[src/rtl/alu_pkg.sv]
// Shared types and helpers for the ALU result capture path.
// No logic or state of its own.
package alu_pkg;

    localparam int ALU_W = 5;

    typedef struct packed {
        logic             zf;
        logic [ALU_W-1:0] r;
    } alu_res_t;

    // Increment that holds at max_v instead of wrapping.
    function automatic logic [31:0] sat_inc(input logic [31:0] v, input logic [31:0] max_v);
        return (v >= max_v) ? max_v : v + 32'd1;
    endfunction

endpackage

[src/rtl/alu_res_mem.sv]
// DEPTH-entry register file of ALU results; write lands on the next edge, read is combinational.
// No backpressure: the caller decides when a write is allowed.
module alu_res_mem
    import alu_pkg::*;
#(
    parameter int DEPTH = 4,
    parameter int AW    = $clog2(DEPTH)
) (
    input  logic                         i_clk,
    input  logic                         i_reset,
    input  logic                         i_we,
    input  logic [AW-1:0]                i_waddr,
    input  logic [$bits(alu_res_t)-1:0]  i_wdat,
    input  logic [AW-1:0]                i_raddr,
    output logic [$bits(alu_res_t)-1:0]  o_rdat
);

    logic [$bits(alu_res_t)-1:0] r_mem [DEPTH];

    always_ff @(posedge i_clk) begin
        if (i_reset) begin
            for (int i = 0; i < DEPTH; i++) begin
                r_mem[i] <= '0;
            end
        end else if (i_we) begin
            r_mem[i_waddr] <= i_wdat;
        end
    end

    assign o_rdat = r_mem[i_raddr];

endmodule

[src/rtl/alu_result_fifo.sv]
// Buffers ALU results (R, ZF) and keeps push statistics; a push is visible one cycle later.
// in_ready drops only when full (no pop bypass); a push while full is discarded and sets sticky drop.
module alu_result_fifo
    import alu_pkg::*;
#(
    parameter int W     = 5,
    parameter int DEPTH = 4,
    parameter int CNT_W = 8
) (
    input  logic                     clk,
    input  logic                     reset,
    input  logic                     in_valid,
    input  logic [W-1:0]             R,
    input  logic                     ZF,
    output logic                     in_ready,
    output logic                     out_valid,
    input  logic                     out_ready,
    output logic [W-1:0]             out_r,
    output logic                     out_zf,
    output logic [$clog2(DEPTH):0]   level,
    output logic [CNT_W-1:0]         res_cnt,
    output logic [CNT_W-1:0]         zero_cnt,
    output logic [CNT_W-1:0]         r_sum,
    output logic                     drop
);

    localparam int AW = $clog2(DEPTH);
    localparam int PW = AW + 1;

    logic [PW-1:0]    r_wr_ptr;
    logic [PW-1:0]    r_rd_ptr;
    logic [CNT_W-1:0] r_res_cnt;
    logic [CNT_W-1:0] r_zero_cnt;
    logic [CNT_W-1:0] r_sum_acc;
    logic             r_drop;

    logic             w_empty;
    logic             w_full;
    logic             w_push;
    logic             w_pop;
    logic [CNT_W-1:0] w_cnt_max;
    alu_res_t         w_wr_ent;
    alu_res_t         w_head;

    // Extra pointer MSB tells full from empty when the index bits match.
    assign w_empty   = (r_wr_ptr == r_rd_ptr);
    assign w_full    = (r_wr_ptr[PW-1] != r_rd_ptr[PW-1]) &&
                       (r_wr_ptr[AW-1:0] == r_rd_ptr[AW-1:0]);
    assign w_push    = in_valid && !w_full;
    assign w_pop     = out_ready && !w_empty;
    assign w_cnt_max = '1;

    always_comb begin
        w_wr_ent    = '0;
        w_wr_ent.zf = ZF;
        w_wr_ent.r  = R;
    end

    alu_res_mem #(
        .DEPTH (DEPTH),
        .AW    (AW)
    ) u_mem (
        .i_clk   (clk),
        .i_reset (reset),
        .i_we    (w_push),
        .i_waddr (r_wr_ptr[AW-1:0]),
        .i_wdat  (w_wr_ent),
        .i_raddr (r_rd_ptr[AW-1:0]),
        .o_rdat  (w_head)
    );

    always_ff @(posedge clk) begin
        if (reset) begin
            r_wr_ptr <= '0;
            r_rd_ptr <= '0;
        end else begin
            if (w_push) begin
                r_wr_ptr <= r_wr_ptr + PW'(1);
            end
            if (w_pop) begin
                r_rd_ptr <= r_rd_ptr + PW'(1);
            end
        end
    end

    always_ff @(posedge clk) begin
        if (reset) begin
            r_res_cnt  <= '0;
            r_zero_cnt <= '0;
            r_sum_acc  <= '0;
            r_drop     <= 1'b0;
        end else begin
            if (w_push) begin
                r_res_cnt <= CNT_W'(sat_inc(32'(r_res_cnt), 32'(w_cnt_max)));
                if (ZF) begin
                    r_zero_cnt <= CNT_W'(sat_inc(32'(r_zero_cnt), 32'(w_cnt_max)));
                end
                r_sum_acc <= r_sum_acc + CNT_W'(R);
            end
            if (in_valid && w_full) begin
                r_drop <= 1'b1;
            end
        end
    end

    assign in_ready  = !w_full;
    assign out_valid = !w_empty;
    assign out_r     = w_head.r;
    assign out_zf    = w_head.zf;
    assign level     = r_wr_ptr - r_rd_ptr;
    assign res_cnt   = r_res_cnt;
    assign zero_cnt  = r_zero_cnt;
    assign r_sum     = r_sum_acc;
    assign drop      = r_drop;

endmodule

[config.mk]
export PLATFORM = sky130hd
export DESIGN_NAME = alu_result_fifo
export DESIGN_NICKNAME = d
export VERILOG_FILES = /design/src/rtl/alu_pkg.sv /design/src/rtl/alu_res_mem.sv /design/src/rtl/alu_result_fifo.sv
export SDC_FILE = /design/constraint.sdc
export NUM_CORES = 1
export LEC_CHECK = 0
export BUFFER_PORTS_ARGS = -buffer_cell sky130_fd_sc_hd__buf_2
export CAP_MARGIN = 0
export CORE_UTILIZATION = 56
export DETAILED_ROUTE_END_ITERATION = 16
export PLACE_DENSITY = 0.79
export SLEW_MARGIN = 10
export SYNTH_ARGS = -nofsm -noshare
export SYNTH_HDL_FRONTEND = slang
export SYNTH_HIERARCHICAL = 1
export SYNTH_SLANG_ARGS = --single-unit
export TNS_END_PERCENT = 50
[constraint.sdc]
create_clock -name clk -period 2.61 [get_ports clk]
set_input_delay 0.522 -clock clk [delete_from_list [all_inputs] [get_ports clk]]
set_output_delay 0.522 -clock clk [all_outputs]
set_load 0.1 [all_outputs]
After elaboration in Yosys (flattened, before gate mapping):

Memories as Yosys holds them, arrays and structs flattened. A register that Yosys moved wholly into a read port is not among the register bits.
Cells that the tools add are included.

* register bits: 31
* RAM bits: 24
* bits of input ports: 10
* output and inout port bits: 36
* logic and storage cells: 38
* memories kept: 1

* $add $sub $neg: 6
* order comparisons: 2
* eq/ne operators: 3
* muxes and demuxes: 12
* reduce and logical (&&, ||, !) cells: 8

Memory list
* u_mem.r_mem: depth 4, bits a word 6, read ports 1, clocked after Yosys merged registers in 1, wr ports 4, RTL line alu_res_mem.sv:18 `logic [$bits(alu_res_t)-1:0] r_mem [DEPTH];`

Operator list (count)
* adder 8 x 1 -> 8 bit, second input constant: 2
* >= comparator 8 bit, second input constant: 2
* two-way mux 8 bit: 2
* adder 8 x 5 -> 8 bit: 1
* adder 3 x 1 -> 3 bit, second input constant: 2
* two-way mux 1 bit: 6
* two-way mux 2 bit: 3
* two-way mux 6 bit: 1
* OR reduction 6 bit: 1
* logical AND 1 bit: 4
* == test 3 bit: 1
* subtractor 3 bit: 1
* == test 2 bit: 1
* zero test 1 bit: 2
* AND reduction 2 bit: 1
* inequality test 1 bit: 1

Logic depth before layout (Yosys ltp):

* depth in word-level cells: 9
* depth in mapped cells: 8
* depth with buffers taken out: 7

Cells and area by module:

Netlist, hierarchy kept.

By module, submodules not included
* alu_result_fifo: instances 1, cells each 196, area each 1759.2 sq um, seq. area each 620.6 sq um
* alu_res_mem: instances 1, cells each 66, area each 1123.6 sq um, seq. area each 720.7 sq um

Least setup slack after synthesis:

No wires, ideal clock.

* path kind: flip-flop to output port
* start point: register r_wr_ptr[0]
* end point: output port level[2]
* arrival: 2731 ps
* data required time: 2088 ps
* slack: -643 ps
* cell stages (with the launch flop): 5
* path buffers: 0
* cell sequence: dfxtp_1 > inv_1 > ha_1 > fa_1 > xnor2_1

* cells in the longest elaborated chain, start to end: 1

Ends and longest elaborated chain
* start, declared: RTL line alu_result_fifo.sv:30 `logic [PW-1:0] r_wr_ptr;`
* start signal, assigned: RTL line alu_result_fifo.sv:78 `r_wr_ptr <= r_wr_ptr + PW'(1);`
* subtractor 3 bit: RTL line alu_result_fifo.sv:110 `assign level = r_wr_ptr - r_rd_ptr;`
* end, declared: RTL line alu_result_fifo.sv:20 `output logic [$clog2(DEPTH):0] level,`

Every way passes these cells.

Final worst setup path:

* start point: register r_wr_ptr[0]
* end point: output port level[1]

The elaborated chain is that of the path after synthesis.

==> flow_summary_export.csv <==
group,metric,value,unit
critical_path,critPathKind,"reg2out",
logic_synthesis,synth-adder-area-share,6.16,%
sta,rsz0062_at_grt,"false",
pwr,clkPwrFrac,20.8,%
global_route,grt_max_degree,30,
detailed_routing,ant_nets,0,
logic_synthesis,synth.yosys.seq_area_share,46.5,%
clock_network,clk_pin_slew,0.11,ns
critical_path,end_kind,"primary output",
sta,setup_slack,0.308,ns
pwr,power_frac_comb,38.8,%
floorplanning,die_h,73.8,µm
logic_synthesis,postSynthCellCount,262,
critical_path,max_stage_delay,0.42,ns
critical_path,cpMaxStageDelayCell,"fa_1",
logic_synthesis,ys_top_cells_by_count,"31 x dfxtp_1, 25 x and2_1, 24 x edfxtp_1, 22 x nor2_1, 17 x nand2_1",
logic_synthesis,synth_compound_area_share,15.4,%
global_route,grt_overflow_total,0,
sta,slew_headroom,64.3,%
sta,skew,0.00569,ns
clock_network,cts_max_path_buffers,2,
run,maxCapViolations,0,
pwr,internal_power,1.38,mW
critical_path,worst-path-max-fanout,2,
clock_network,cts.sinks,55,
logic_synthesis,async_flop_share,0,%
clock_network,cts.hold.buffers_added,0,
pwr,p_seq_share,40.4,%
logic_synthesis,synthSimpleGateAreaFrac,18.1,%
logic_synthesis,syn_area,2880,µm²
critical_path,crit_chain,"inv_1 > ha_1 > fa_1 > inv_1 > buf_2",
cells_and_area,layout.nets,338,
sta,timing.setup.tns,0,ns
cells_and_area,fill_cells,367,
pwr,leakage,1.38,nW
global_route,antenna_found_initial,0,
cells_and_area,area_delta_synth_final,16.2,%
clock_network,cts_buffers,5,
detailed_routing,vias_per_cell,5.58,
logic_synthesis,synth.top_cells.by_area,"edfxtp_1 25%, dfxtp_1 22%, and2_1 5.4%",
logic_synthesis,synth_top_area_cell,"edfxtp_1",
cells_and_area,stdcell_area,3350,µm²
cells_and_area,diodes,0,
logic_synthesis,synth_mux_area_share,6.55,%
sta,fin_crit_sh,88.2,%
floorplanning,core_area,4850,µm²
floorplanning,die_w,73.8,µm
logic_synthesis,synthXorXnorAreaFrac,3.69,%
sta,fmax,434,MHz
critical_path,cp-start-kind,"register",
logic_synthesis,yosysWarnings,6,
pwr,ir_worst_vdd,0.442,mV
clock_network,clk_latency,0.31,ns
sta,finalHoldViolCount,0,
sta,setup_violations,0,
pwr,switching_share,43.3,%
clock_network,h-tree-depth,2,
cells_and_area,layout-drive-gt1-share,27.5,%
pwr,power.density,726,nW/µm²
floorplanning,initial_utilization,59.5,%
logic_synthesis,synthesis.nets,285,
detailed_routing,drtPass1Iterations,4,
logic_synthesis,synth_top_family_by_area,"simple AND/OR/NAND/NOR gates",
logic_synthesis,synth_edf_count,24,
place,dp_slack,0.468,ns
global_route,grt_pass1_vias,1978,
clock_network,cts_setup_buffers,0,
clock_network,cts_tree,"done",
hold_path,hold_class,"reg2reg",
place,portBuffers,45,
sta,slew_violations,0,
sta,whs,0.485,ns
logic_synthesis,yosysMostFrequentCell,"dfxtp_1",
logic_synthesis,ys_seq_elements,55,
logic_synthesis,synth_top_cell_area_share,25.0,%
floorplanning,rows,25,
critical_path,worstPathArrival,1.78,ns
logic_synthesis,avgSynthCellArea,11.0,µm²
logic_synthesis,yosys_most_used_dff,"dfxtp_1",
detailed_routing,drt_first_iter_violations,96,
clock_network,cts.repair.resized,0,
detailed_routing,wl,5.50,mm
detailed_routing,wl_per_cell,14.4,µm
sta,tightest_slew,0.535,ns
clock_network,cts_root_buf,"clkbuf_8",
place,gp_congestion,0.745,
detailed_routing,vias,2138,
logic_synthesis,synth_cell_types,49,
pwr,p_switching,1.05,mW
critical_path,path_common_cell,"inv_1",
place,dp_hpwl,4.06,mm
detailed_routing,route.detailed.drc,0,
sta,post-route-min-period,2.30,ns
floorplanning,num_io_pins,46,
status,status,"completed",
global_route,grtUsageTotal,21.8,%
global_route,grt_pass1_wl,9.01,mm
critical_path,crit_required,2.09,ns
floorplanning,die-area,5440,µm²
place,placed_area,3250,µm²
==> layer usage <==
layer  share of wire [%]  global-route usage (%)
met4                 1.5                    8.97
met3                 3.4                    3.98
met5                   0                       0
met1                  47                    28.1
met2                  48                    36.0
==> sequential cells by signal, summed over array words and instances, names as in the netlist <==
register     count
r_wr_ptr         3
res_cnt          8
u_mem/r_mem     24
drop             1
r_rd_ptr         3
zero_cnt         8
r_sum            8
==> power groups by stage <==
stage | logic (mW) | registers [mW] | clock network, mW
floorplan | 0.672 | 1.12 | 0
global placement | 0.937 | 0.999 | 0
detailed placement | 0.947 | 1.00 | 0
CTS | 0.948 | 0.982 | 0.514
global route | 1.00 | 0.988 | 0.545
finish | 0.944 | 0.981 | 0.505
==> critical path: cells and delay by family, from the launching register on <==
kind       cells  cell delay [ns]
flops          1             0.34
fa+ha+maj      2             0.62
buf+inv        3             0.50
==> kinds of logic (layout without fill, tap and decap cells) <==
kind of cell,after synthesis,count (layout)
AOI/OAI and AO/OA,58,58
and+or+nand+nor,94,94
DFF,55,55
xor gates and xnor gates,10,10
muxes,11,11
buffers and inverters,21,75
adders and majority gates,13,13
==> layout by cell type, fill, tap and decap left out, drive strengths merged, types with 4 or more instances in the layout <==
cell	Yosys	routed
nand2	17	17
nand3	5	5
clkbuf	4	5
a211oi	11	11
mux4	6	6
buf	3	53
o211ai	5	5
inv	14	15
nor3	6	6
a21oi	12	12
o21ai	7	7
edfxtp	24	24
ha	11	11
nor2	23	23
dfxtp	31	31
a31oi	5	5
nor2b	4	4
xor2	5	5
and2	25	25
xnor2	5	5
==> final cells by class <==
class,instances,area (µm²),area share (%)
clock inverters,3,28.8,0.859
inverters,14,52.6,1.57
multi-input cells,186,1460,43.6
flip-flops and latches,55,1340,40.0
repair buffers,53,315,9.41
clock buffers,5,68.8,2.05
well taps,67,83.8,2.50
==> path summary, 6_finish.rpt <==
path / start / to / slack, ns / depth (start not counted)
max reg2reg: r_wr_ptr[0] / res_cnt[5] / 0.52 / 8
max: r_wr_ptr[0] / level[1] / 0.31 / 5
min reg2reg: r_sum[0] / r_sum[0] / 0.48 / 2
min: r_sum[0] / r_sum[0] / 0.48 / 2
==> metrics by stage <==
step | utilization [%] | instances | power [mW]
final | 69.1 | 383 | 2.43
after global routing | 69.1 | 383 | 2.53
after CTS | 69.1 | 383 | 2.44
after detailed placement | 67.1 | 375 | 1.95
after global placement | 67.1 | 375 | 1.94
after floorplan | - | 262 | 1.79
Note: power is estimated with default switching activity, not from simulation.
